### config.mk
export PLATFORM = sky130hd
export DESIGN_NAME = complement_serial
export DESIGN_NICKNAME = d
export VERILOG_FILES = /design/src/rtl/complement_serial.sv
export SDC_FILE = /design/constraint.sdc
export NUM_CORES = 1
export LEC_CHECK = 0
export ABC_AREA = 1
export CAP_MARGIN = 20
export CORE_MARGIN = 2
export CORE_UTILIZATION = 41
export DETAILED_ROUTE_END_ITERATION = 16
export PLACE_DENSITY = 0.66
export REMOVE_ABC_BUFFERS = 1
export SYNTH_ARGS = -nofsm -noshare
export SYNTH_HDL_FRONTEND = slang
export SYNTH_SLANG_ARGS = --single-unit
### constraint.sdc
create_clock -name clock -period 4.88 [get_ports clock]
set_input_delay 0.976 -clock clock [delete_from_list [all_inputs] [get_ports clock]]
set_output_delay 0.976 -clock clock [all_outputs]
set_load 0.005 [all_outputs]
### src/rtl/complement_serial.sv
// complement_serial: digit-serial two's-complement unit (negate / absolute / pass).
// Handles DIGIT bits per clock, starting at the LSB. The "first 1 seen" flag is
// carried from one digit to the next, so an operation takes K = WIDTH/DIGIT cycles.
// Optional build macro COMPLEMENT_OVF_EN adds the out_Overflow port. It flags the
// case where the most-negative operand is inverted.
module complement_serial #(
  parameter int WIDTH = 32,
  parameter int DIGIT = 8
) (
  input  logic             clock,
  input  logic             reset,
  input  logic             in_Valid,
  output logic             out_Ready,
  input  logic [1:0]       in_Mode,
  input  logic [WIDTH-1:0] in_Operand,
  output logic             out_Valid,
  input  logic             in_Ack,
  output logic [WIDTH-1:0] out_Result
`ifdef COMPLEMENT_OVF_EN
  ,
  output logic             out_Overflow
`endif
);

  localparam int K  = WIDTH / DIGIT;
  localparam int CW = (K > 1) ? $clog2(K) : 1;
  localparam logic [CW-1:0]    LAST   = CW'(K - 1);
  localparam logic [WIDTH-1:0] MINNEG = {1'b1, {(WIDTH-1){1'b0}}};

  typedef enum logic [1:0] {S_IDLE, S_RUN, S_DONE} state_e;

  state_e           state_q, state_d;
  logic [WIDTH-1:0] opnd_q, opnd_d;
  logic [WIDTH-1:0] result_q, result_d;
  logic             inv_q, inv_d;
  logic             flag_q, flag_d;
  logic [CW-1:0]    cnt_q, cnt_d;

  logic [DIGIT-1:0] dig_op, dig_res;
  logic             dig_flag;

  // One digit of the complement. A bit is inverted only when some lower bit was 1.
  always_comb begin
    logic f;
    dig_op  = opnd_q[int'(cnt_q)*DIGIT +: DIGIT];
    dig_res = '0;
    f       = flag_q;
    for (int j = 0; j < DIGIT; j++) begin
      dig_res[j] = (inv_q & f) ? ~dig_op[j] : dig_op[j];
      f          = f | dig_op[j];
    end
    dig_flag = f;
  end

  // FSM next state, datapath next values and handshake outputs.
  always_comb begin
    state_d   = state_q;
    opnd_d    = opnd_q;
    result_d  = result_q;
    inv_d     = inv_q;
    flag_d    = flag_q;
    cnt_d     = cnt_q;
    out_Ready = 1'b0;
    out_Valid = 1'b0;
    unique case (state_q)
      S_IDLE: begin
        out_Ready = 1'b1;
        if (in_Valid) begin
          opnd_d  = in_Operand;
          // Mode 11 is reserved and runs as pass.
          unique case (in_Mode)
            2'b00:   inv_d = 1'b1;
            2'b01:   inv_d = in_Operand[WIDTH-1];
            default: inv_d = 1'b0;
          endcase
          flag_d  = 1'b0;
          cnt_d   = '0;
          state_d = S_RUN;
        end
      end
      S_RUN: begin
        result_d[int'(cnt_q)*DIGIT +: DIGIT] = dig_res;
        flag_d = dig_flag;
        cnt_d  = cnt_q + 1'b1;
        if (cnt_q == LAST) state_d = S_DONE;
      end
      S_DONE: begin
        out_Valid = 1'b1;
        if (in_Ack) state_d = S_IDLE;
      end
      default: state_d = S_IDLE;
    endcase
  end

  // State and datapath registers. Reset discards any operation in flight.
  always_ff @(posedge clock) begin
    if (reset) begin
      state_q  <= S_IDLE;
      opnd_q   <= '0;
      result_q <= '0;
      inv_q    <= 1'b0;
      flag_q   <= 1'b0;
      cnt_q    <= '0;
    end else begin
      state_q  <= state_d;
      opnd_q   <= opnd_d;
      result_q <= result_d;
      inv_q    <= inv_d;
      flag_q   <= flag_d;
      cnt_q    <= cnt_d;
    end
  end

  assign out_Result = result_q;

`ifdef COMPLEMENT_OVF_EN
  logic ovf_q;

  // Overflow is cleared when a request is accepted. It is decided on the last digit,
  // so it becomes valid at the same time as out_Valid and is held with the result.
  always_ff @(posedge clock) begin
    if (reset)
      ovf_q <= 1'b0;
    else if (state_q == S_IDLE && in_Valid)
      ovf_q <= 1'b0;
    else if (state_q == S_RUN && cnt_q == LAST)
      ovf_q <= inv_q && (opnd_q == MINNEG);
  end

  assign out_Overflow = ovf_q;
`endif

endmodule
## Yosys cells after proc, flatten, opt, wreduce, memory -nomap -nowiden

Index checks and enable logic that the tools add are counted.

- $add $sub $neg: 2
- Reduce and logical (&&, ||, !) cells: 6
- Multiplexer cells: 20
- Bitwise gates (word level): 24
- Shift-type cells: 3
- Equal/unequal tests: 7

Operators with widths:

| operator | number |
|---|---|
| $neg A5 Y33 | 1 |
| $shift A8 B33 Y32 const A | 1 |
| $shiftx A8 B33 Y32 | 1 |
| $bwmux W32 | 1 |
| $shiftx A32 B6 Y8 | 1 |
| $mux W1 | 11 |
| $and A1 B1 Y1 | 8 |
| $mux W2 | 4 |
| $not A1 Y1 | 8 |
| $or A1 B1 Y1 | 8 |
| $ne A2 B2 Y1 const B | 3 |
| $pmux W2 S3 | 1 |
| $eq A2 B1 Y1 const B | 2 |
| $eq A2 B2 Y1 const B | 2 |
| $logic_not A2 Y1 | 2 |
| $pmux W1 S2 | 2 |
| $pmux W2 S2 | 1 |
| $reduce_and A2 Y1 | 2 |
| $reduce_and A3 Y1 | 1 |
| $add A2 B1 Y2 const B | 1 |
| $reduce_bool A2 Y1 | 1 |

- Bits in registers: 70
- Output and inout bits: 34
- Bits of input ports: 38
- Logic and storage cells: 68

## Depth between registers and ports, before layout

Gate-level depths: netlist (run 1).

- Word-level depth: 12
- Gate-level depth with buffers: 14
- Gate-level depth less buffers: 13

## Worst setup path before layout (run 1)

OpenSTA, ideal clock, no wires.

- Path kind: register -> register
- Start: register cnt_q[0]
- End: register result_q[5], in the netlist out_Result[5]
- Required time: 4810 ps
- Slack: 2846 ps
- Cell stages (with the launch flop): 10
- Buffers on the path: 3
- Clock period less this slack: 2034 ps
- Data arrival time: 1963 ps
- Library setup time: 70 ps
- Path through: dfxtp_1 buf_6 inv_4 buf_6 buf_2 ha_1 clkinv_1 nor4_2 nand2_1 a21oi_1

- Cells in the longest elaborated chain, start to end: 12
- Elaborated cells between the ends (all ways): 35

RTL lines:

| item | line | text |
|---|---|---|
| start: declaration | 37 | `logic [CW-1:0] cnt_q, cnt_d;` |
| start signal: assignment | 110 | `cnt_q <= cnt_d;` |
| $shiftx A32 B6 Y8 | 45 | `dig_op = opnd_q[int'(cnt_q)*DIGIT +: DIGIT];` |
| $or A1 B1 Y1 (7 in series) | 50 | `f = f \| dig_op[j];` |
| $and A1 B1 Y1 | 49 | `dig_res[j] = (inv_q & f) ? ~dig_op[j] : dig_op[j];` |
| $mux W1 | 49 |  |
| $shiftx A8 B33 Y32 | 82 | `result_d[int'(cnt_q)*DIGIT +: DIGIT] = dig_res;` |
| $bwmux W32 (*) | 82 |  |
| end signal: assignment | 107 | `result_q <= result_d;` |
| end: declaration | 34 | `logic [WIDTH-1:0] result_q, result_d;` |

Mark *: on every way between the ends. The rest lies on a longest branch, timed or not.
A chain may end at the register's enable or synchronous reset.

## Worst setup path in the final report (run 1)

- Start: register cnt_q[1]
- End: register result_q[0], in the netlist out_Result[0]

The elaborated chain is that of the path after synthesis.

==> reports/metrics.csv, run 1 <==
metric,value,unit
filler instances,721,
Critical Path End Type,flip-flop,
Worst EP arrival,2780,ps
largest net degree at the start of global routing,41,
HP Class,reg -> reg,
slowest cell delay on critical path,740,ps
CTS tree,done,
fin crit share,50.95,%
max-cap violation count,0,
first-pass GRT wire length,11960,microns
Core ar.,7214,sq um
total power,1.331,mW
final setup violation count,0,
Comb pwr share,14.9,%
CTS root buffer,clkbuf_8,
top fanout value on the critical path,17,
CTS Buf Count,9,
std cell rows,31,
Starting Density,42.20,%
Worst EP required,5170,ps
clock share of power,39.3,%
minimum clock period,2487,ps
DP Wirelength,5105,microns
"most common cell after layout, fill and taps aside",nand2_1,
post-CTS sizing,0,
pwr dens,331.0,nW/um^2
Slew Limit Fails,0,
Nets,521,
crit-path cells,inv_2 -> ha_1 -> clkinv_1 -> nor4_2 -> nand2_1 -> a21oi_1,
vias,2837,
full die area,8130,sq um
DRT Wirelength,7321,microns
Reg2Reg Depth,6,
Die H,90.17,microns
DR iter-0 viols,143,
most frequent cells in the layout,"149 x nand2_1, 70 x dfxtp_1, 70 x clkdlybuf4s50_1",
Slew HR,52.19,%
Slew @ Worst Pin,716.4,ps
Bufs on Longest Clock Path,2,
ANT nets after route,0,
Post-Route Skew,8.737,ps
vias per inst,4.875,
DRT Pass-1 Iters,4,
Max Clk Rate,402.2,MHz
"Cell Area, Synth",3044,sq um
crit start category,flip-flop,
Seq pwr share,45.8,%
initial antenna violation count,0,
DP Worst Slack,2163,ps
Cells after DPL,566,
H-tree Lvls,3,
final cell count without fillers,582,
Synth Warn #,0,
unrepaired setup endpoints after global routing,false,
I/O Pins,72,
Int Power,0.9739,mW
Sw Pwr,0.3569,mW
Post-Synthesis Cells,415,
gr usage total,17.92,%
"Clk pin slew, worst setup/hold paths",80,ps
ant diodes,0,
CTS sink count,70,
drt wl/cell,12.58,microns
Max rail drop VDD,0.1615,mV
clk_lat worst skew,350,ps
vias in the first global route,2592,
hold_buf cts,0,
routability congestion estimate,0.8318,
Mean Syn Cell Area,7.335,sq um
leakage power,1.456,nW
Seq cells post-synth,70,
total gr overflow,0,
slowest CP cell,nor4_2,
Synth-to-Final Area Change,32.06,%
Finished Core Util,55.72,%
FF+latch area,1401,sq um
Post-CTS Setup Inserts,0,
setup TNS,0,ps
ranking of synthesized cells by area,"dfxtp_1 46%, nand2_1 18%, a21oi_1 10%",
Die X,90.17,microns
status,"complete, no violations",
WHS Path Cells,2,
Hold Fails Final Rpt,0,
Synth area leader,dfxtp_1,
kind of critical path,reg -> reg,
Netlist cell types,34,
multi-input logic area,1439,sq um
share of layout cells above drive strength 1,6.832,%
DR DRC count,0,
setup ws final,2393,ps
Sw Ratio,26.82,%
sequential share of the synthesized area,46.03,%
post-synth top area share,46.03,%
Port Buf Inserts,71,
==> area by class of cell <==
cell class	instances	share of cell area, %
multi-input combinational	299	35.79
sequential	70	34.86
timing repair buffer	74	18.43
clock buffer	10	3.424
tap	99	3.081
inverter	24	2.303
clock inverter	6	2.116
==> synthesized netlist by cell type <==
cell,instances
buf_1,1
xnor2_1,2
inv_2,1
o211ai_1,2
ha_1,5
xor2_1,3
a32o_1,1
nor4_2,1
nand2_1,149
nand3_1,18
or2_2,2
a21oi_1,63
o21ai_1,1
buf_6,3
a211oi_1,10
dfxtp_1,70
clkbuf_1,15
nand2_2,3
nand3_2,1
nor2_1,18
a32oi_1,1
nor3_2,1
clkinv_1,2
o211ai_2,1
o21ai_0,4
inv_1,20
buf_2,2
nand4_1,7
nor2_2,1
nor3_1,3
inv_4,1
a221oi_1,1
buf_4,1
xor2_2,1
==> layer usage <==
| metal | track usage [%] | vias to the layer above | share of wire (%) |
|---|---|---|---|
| met5 | 0 | - | 0 |
| met4 | 8.462 | 0 | 2.0 |
| met3 | 3.521 | 11 | 5.3 |
| met2 | 28.88 | 79 | 46 |
| met1 | 23.11 | 1268 | 47 |
| li1 | - | 1479 | - |
==> registers in the layout (all words and copies together), names as in the netlist <==
register and cells:
inv_q 1, opnd_q 32, cnt_q 2, flag_q 1
state_q 2, out_Result 32
==> final timing paths <==
kind                                from                           to  slack [ps]
max                cnt_q[1]$_SDFFE_PP0P_   out_Result[0]$_SDFFE_PP0P_        2390
min reg2reg  out_Result[13]$_SDFFE_PP0P_  out_Result[13]$_SDFFE_PP0P_         460
min          out_Result[13]$_SDFFE_PP0P_  out_Result[13]$_SDFFE_PP0P_         460
max reg2reg        cnt_q[1]$_SDFFE_PP0P_   out_Result[0]$_SDFFE_PP0P_        2390
==> critical path, delay by kind of cell (launching register included) <==
family	cells	cell delay, ps
DFF	1	480
adders and majority gates	1	270
AOI/OAI and AO/OA	1	140
and+or+nand+nor	2	870
buffers and inverters	2	670
==> cells by family (layout without fill, tap and decap cells) <==
logic type      after synthesis  count (layout)  synth area share (%)
flops                        70              70                 46.03
compound gates               84              84                 15.45
simple gates                204             204                 27.78
buf+inv                      46             114                 6.699
fa+ha+maj                     5               5                 2.055
xor+xnor                      6               6                 1.973
==> power by group through the flow <==
stage | clock, mW | sequential (mW) | combinational (mW)
after floorplan | 0 | 0.623 | 0.110
after global placement | 0 | 0.622 | 0.192
after detailed placement | 0 | 0.623 | 0.198
after CTS | 0.527 | 0.609 | 0.199
after global routing | 0.549 | 0.612 | 0.221
final | 0.523 | 0.609 | 0.198
==> stage by stage <==
stage          instance area [sq um]  hold WS [ps]
4_1_cts                         4020         466.2
2_1_floorplan                   2933         432.4
3_3_place_gp                    3777         452.0
6_report                        4020         464.6
5_1_grt                         4020         483.5
3_5_place_dp                    3797         453.7
Power figures use the tool's default switching activity.
==> run 2: changes to the inputs <==
==> constraint.sdc (replaced) <==
create_clock -name clock -period 2.4 [get_ports clock]
set_input_delay 0.48 -clock clock [delete_from_list [all_inputs] [get_ports clock]]
set_output_delay 0.48 -clock clock [all_outputs]
set_load 0.005 [all_outputs]
==> reports/metrics.csv, run 2 (synthesis results as in run 1) <==
metric,value,unit,change
vias,2848,,"was 2,837"
top fanout value on the critical path,20,,was 17
CTS Buf Count,9,,unchanged
"Clk pin slew, worst setup/hold paths",70,ps,was 80 ps
Bufs on Longest Clock Path,2,,unchanged
Core ar.,7214,sq um,unchanged
post-CTS sizing,0,,unchanged
hold endpoint,out_Result[2]$_SDFFE_PP0P_,,was out_Result[13]$_SDFFE_PP0P_
DRT Pass-1 Iters,4,,unchanged
worst reg-to-reg setup slack,320,ps,was 2390 ps
final cell count without fillers,586,,was 582
vias in the first global route,2640,,"was 2,592"
share of layout cells above drive strength 1,7.392,%,was 6.832%
full die area,8130,sq um,unchanged
ant diodes,0,,unchanged
routability congestion estimate,0.9200,,was 0.8318
Die X,90.17,microns,unchanged
setup ws final,320.8,ps,was 2393 ps
CP startpoint,cnt_q[0]$_SDFFE_PP0P_,,was cnt_q[1]$_SDFFE_PP0P_
most frequent cells in the layout,"149 x nand2_1, 70 x dfxtp_1, 70 x clkdlybuf4s50_1",,unchanged
worst hold path startpoint,out_Result[2]$_SDFFE_PP0P_,,was out_Result[13]$_SDFFE_PP0P_
Cells after DPL,572,,was 566
Max Clk Rate,481.0,MHz,was 402.2 MHz
Port Buf Inserts,71,,unchanged
CTS root buffer,clkbuf_8,,unchanged
DR iter-0 viols,141,,was 143
Post-Route Skew,6.553,ps,was 8.737 ps
DRT Wirelength,7372,microns,was 7321 microns
DP Wirelength,5355,microns,was 5105 microns
max-cap violation count,0,,unchanged
filler instances,738,,was 721
WHS Path Cells,2,,unchanged
Nets,527,,was 521
"most common cell after layout, fill and taps aside",nand2_1,,unchanged
FF-to-FF Start,cnt_q[0]$_SDFFE_PP0P_,,was cnt_q[1]$_SDFFE_PP0P_
crit start category,flip-flop,,unchanged
total power,2.508,mW,was 1.331 mW
Post-CTS Setup Inserts,0,,unchanged
clk_lat worst skew,350,ps,about the same
fin crit share,86.63,%,was 50.95%
Worst EP required,2680,ps,was 5170 ps
gr usage total,18.64,%,was 17.92%
Slew HR,62.03,%,was 52.19%
DR DRC count,0,,unchanged
vias per inst,4.860,,was 4.875
first-pass GRT wire length,12280,microns,"was 11,960 microns"
Critical Path End Type,flip-flop,,unchanged
kind of critical path,reg -> reg,,unchanged
CTS sink count,70,,unchanged
H-tree Lvls,3,,unchanged
ANT nets after route,0,,unchanged
Max rail drop VDD,0.2925,mV,was 0.1615 mV
reg2reg end,out_Result[29]$_SDFFE_PP0P_,,was out_Result[0]$_SDFFE_PP0P_
unrepaired setup endpoints after global routing,false,,unchanged
minimum clock period,2079,ps,was 2487 ps
Slew @ Worst Pin,569.5,ps,was 716.4 ps
CTS tree,done,,unchanged
Hold Fails Final Rpt,0,,unchanged
Starting Density,42.20,%,unchanged
DP Worst Slack,347.1,ps,was 2163 ps
setup TNS,0,ps,unchanged
dpl cell area,3842,sq um,was 3797 sq um
HP Class,reg -> reg,,unchanged
pwr dens,624.4,nW/um^2,was 331.0 nW/um^2
Reg2Reg Depth,10,,was 6
I/O Pins,72,,unchanged
final setup violation count,0,,unchanged
drt wl/cell,12.58,microns,about the same
std cell rows,31,,unchanged
largest net degree at the start of global routing,43,,was 41
Die H,90.17,microns,unchanged
status,"complete, no violations",,unchanged
Slew Limit Fails,0,,unchanged
Synth-to-Final Area Change,31.94,%,was 32.06%
hold_buf cts,0,,unchanged
initial antenna violation count,0,,unchanged
total gr overflow,0,,unchanged
final instance area,4016,sq um,was 4020 sq um
Worst EP arrival,2360,ps,was 2780 ps
leakage power,1.469,nW,was 1.456 nW
## run 2: worst max path at each step
stage	to	slack [ps]
after floorplan	cnt_q[0]$_SDFFE_PP0P_	200
after CTS	out_Result[29]$_SDFFE_PP0P_	320
after global routing	out_Result[22]$_SDFFE_PP0P_	140
after detailed placement	out_Result[29]$_SDFFE_PP0P_	350
final	out_Result[29]$_SDFFE_PP0P_	320
after global placement	out_Result[29]$_SDFFE_PP0P_	380
## run 2: layout make-up
class / instances / area (sq um) / share of cell area [%]
clock inverter: 1 / 5.005 / 0.1246
inverter: 24 / 92.59 / 2.305
clock buffer: 13 / 168.9 / 4.206
sequential: 70 / 1401 / 34.89
tap: 99 / 123.9 / 3.084
timing repair buffer: 80 / 785.8 / 19.56
multi-input combinational: 299 / 1439 / 35.83
## run 2: metrics by stage
step / utilization (%) / hold WS [ps]
global route: 55.67 / 488.2
global placement: 53.26 / 453.5
detailed placement: 53.26 / 455.1
CTS: 55.67 / 465.3
finish: 55.67 / 462.1
floorplan: - / 432.4
## run 2: layer usage
layer / GRT usage, % / vias to the layer above / wire length (microns)
met5: 0 / - / 0
met4: 8.718 / 0 / 191
met3: 4.862 / 17 / 364
met2: 29.51 / 78 / 3338
met1: 23.76 / 1253 / 3477
li1: - / 1500 / -
## run 2: critical path: stages, from the launching register on
cell	delay [ps]
dfxtp_1	400
buf_4	260
o21ai_0	120
nand2_1	90
nand2_2	100
nor3_2	270
nand2_1	100
nand2_2	80
xor2_2	280
nand4_1	160
a21oi_1	150
## run 2: power by group
part	internal (mW)	switching (mW)
Clock	0.447	0.413
Combinational	0.167	0.239
Sequential	1.21	0.0291
Total	1.83	0.681
==> run 3: changes to the inputs <==
--- a/config.mk
+++ b/config.mk
@@ -8,9 +8,9 @@
 export ABC_AREA = 1
 export CAP_MARGIN = 20
 export CORE_MARGIN = 2
-export CORE_UTILIZATION = 41
+export CORE_UTILIZATION = 34
 export DETAILED_ROUTE_END_ITERATION = 16
-export PLACE_DENSITY = 0.66
+export PLACE_DENSITY = 0.56
 export REMOVE_ABC_BUFFERS = 1
 export SYNTH_ARGS = -nofsm -noshare
 export SYNTH_HDL_FRONTEND = slang
==> reports/metrics.csv, run 3 (synthesis results as in run 1) <==
metric,value,unit,change
Hold Fails Final Rpt,0,,unchanged
Slew Limit Fails,0,,unchanged
Slew HR,60.05,%,was 62.03%
Post-Route Skew,8.438,ps,was 6.553 ps
CTS root buffer,clkbuf_8,,unchanged
DRT Wirelength,7790,microns,was 7372 microns
leakage power,1.458,nW,was 1.469 nW
CTS Buf Count,9,,unchanged
kind of critical path,reg -> reg,,unchanged
Core ar.,8721,sq um,was 7214 sq um
std cell rows,34,,was 31
HP Class,reg -> reg,,unchanged
unrepaired setup endpoints after global routing,false,,unchanged
"Clk pin slew, worst setup/hold paths",70,ps,about the same
Cells after DPL,582,,was 572
crit start category,flip-flop,,unchanged
ANT nets after route,0,,unchanged
first-pass GRT wire length,12810,microns,"was 12,280 microns"
Die X,98.62,microns,was 90.17 microns
Nets,528,,was 527
Worst EP required,2670,ps,was 2680 ps
routability congestion estimate,0.8779,,was 0.9200
vias,2881,,"was 2,848"
Critical Path End Type,flip-flop,,unchanged
most frequent cells in the layout,"149 x nand2_1, 70 x dfxtp_1, 70 x clkdlybuf4s50_1",,unchanged
Most Crowded Layer GR,met2,,unchanged
DR DRC count,0,,unchanged
hold_buf cts,0,,unchanged
filler instances,922,,was 738
share of layout cells above drive strength 1,7.787,%,was 7.392%
setup ws final,352.2,ps,was 320.8 ps
Port Buf Inserts,71,,unchanged
met1 Use GR,20.86,%,was 23.76%
total gr overflow,0,,unchanged
minimum clock period,2048,ps,was 2079 ps
DR iter-0 viols,93,,was 141
pwr dens,613.1,nW/um^2,was 624.4 nW/um^2
FF+latch area,1401,sq um,unchanged
max-cap violation count,0,,unchanged
fin crit share,85.32,%,was 86.63%
Slew @ Worst Pin,597.0,ps,was 569.5 ps
H-tree Lvls,3,,unchanged
multi-input logic area,1439,sq um,unchanged
Max rail drop VDD,0.2359,mV,was 0.2925 mV
vias in the first global route,2707,,"was 2,640"
top fanout value on the critical path,25,,was 20
DRT Pass-1 Iters,6,,was 4
GRT met3 Usage,3.404,%,was 4.862%
setup TNS,0,ps,unchanged
Starting Density,34.91,%,was 42.20%
full die area,9726,sq um,was 8130 sq um
Synth-to-Final Area Change,31.77,%,was 31.94%
grt met2 use,27.00,%,was 29.51%
Worst EP arrival,2320,ps,was 2360 ps
clk_lat worst skew,340,ps,was 350 ps
final cell count without fillers,596,,was 586
gr usage total,16.30,%,was 18.64%
drt wl/cell,13.07,microns,was 12.58 microns
Post-CTS Setup Inserts,0,,unchanged
vias per inst,4.834,,was 4.860
largest net degree at the start of global routing,30,,was 43
DP Worst Slack,372.0,ps,was 347.1 ps
CTS sink count,70,,unchanged
initial antenna violation count,0,,unchanged
DP Wirelength,5656,microns,was 5355 microns
Max Clk Rate,488.3,MHz,was 481.0 MHz
CTS tree,done,,unchanged
ant diodes,0,,unchanged
"most common cell after layout, fill and taps aside",nand2_1,,unchanged
Bufs on Longest Clock Path,2,,unchanged
final setup violation count,0,,unchanged
status,"complete, no violations",,unchanged
Die H,98.62,microns,was 90.17 microns
I/O Pins,72,,unchanged
post-CTS sizing,0,,unchanged
run 3: path summary, 6_finish.rpt:
check | startpoint | endpoint | slack, ps | cells after the start
max reg2reg | cnt_q[0]$_SDFFE_PP0P_ | out_Result[31]$_SDFFE_PP0P_ | 350 | 12
max | cnt_q[0]$_SDFFE_PP0P_ | out_Result[31]$_SDFFE_PP0P_ | 350 | 12
min | out_Result[17]$_SDFFE_PP0P_ | out_Result[17]$_SDFFE_PP0P_ | 460 | 2
min reg2reg | out_Result[17]$_SDFFE_PP0P_ | out_Result[17]$_SDFFE_PP0P_ | 460 | 2
run 3: power by group:
part           internal (mW)  switching (mW)
logic                  0.168           0.240
clock network          0.388           0.423
registers               1.21          0.0291
run 3: cell type report:
class,count,area share [%]
clock buffers,10,3.431
clock inverters,4,0.6238
flip-flops and latches,70,34.93
repair buffers,81,19.46
inverters,24,2.308
well taps,108,3.369
multi-input cells,299,35.87
run 3: per-layer routing:
| metal | vias up | share of wire, % |
|---|---|---|
| met5 | - | 0 |
| met4 | 0 | 1.2 |
| met3 | 9 | 5.1 |
| met2 | 81 | 46 |
| met1 | 1294 | 47 |
| li1 | 1497 | - |
run 3: metrics by stage:
stage                     util [%]  total power [mW]  area [sq um]  hold WS (ps)
final                        46.00             2.459          4011         463.9
after global routing         46.00             2.586          4011         487.4
after CTS                    46.00             2.482          4011         465.3
after detailed placement     44.13             1.677          3849         451.6
after global placement       44.13             1.673          3849         454.1
after floorplan                  -             1.490          2933         432.4
run 3: worst max-delay path, stage by stage (launching register included):
cell	delay (ps)
dfxtp_1	470
inv_4	170
nand2_1	90
nand3_1	60
nand2_1	140
nand3_2	120
nor3_2	180
nand4_1	190
nand2_1	100
nand2_1	60
nand2_2	130
nand4_1	120
a21oi_1	140
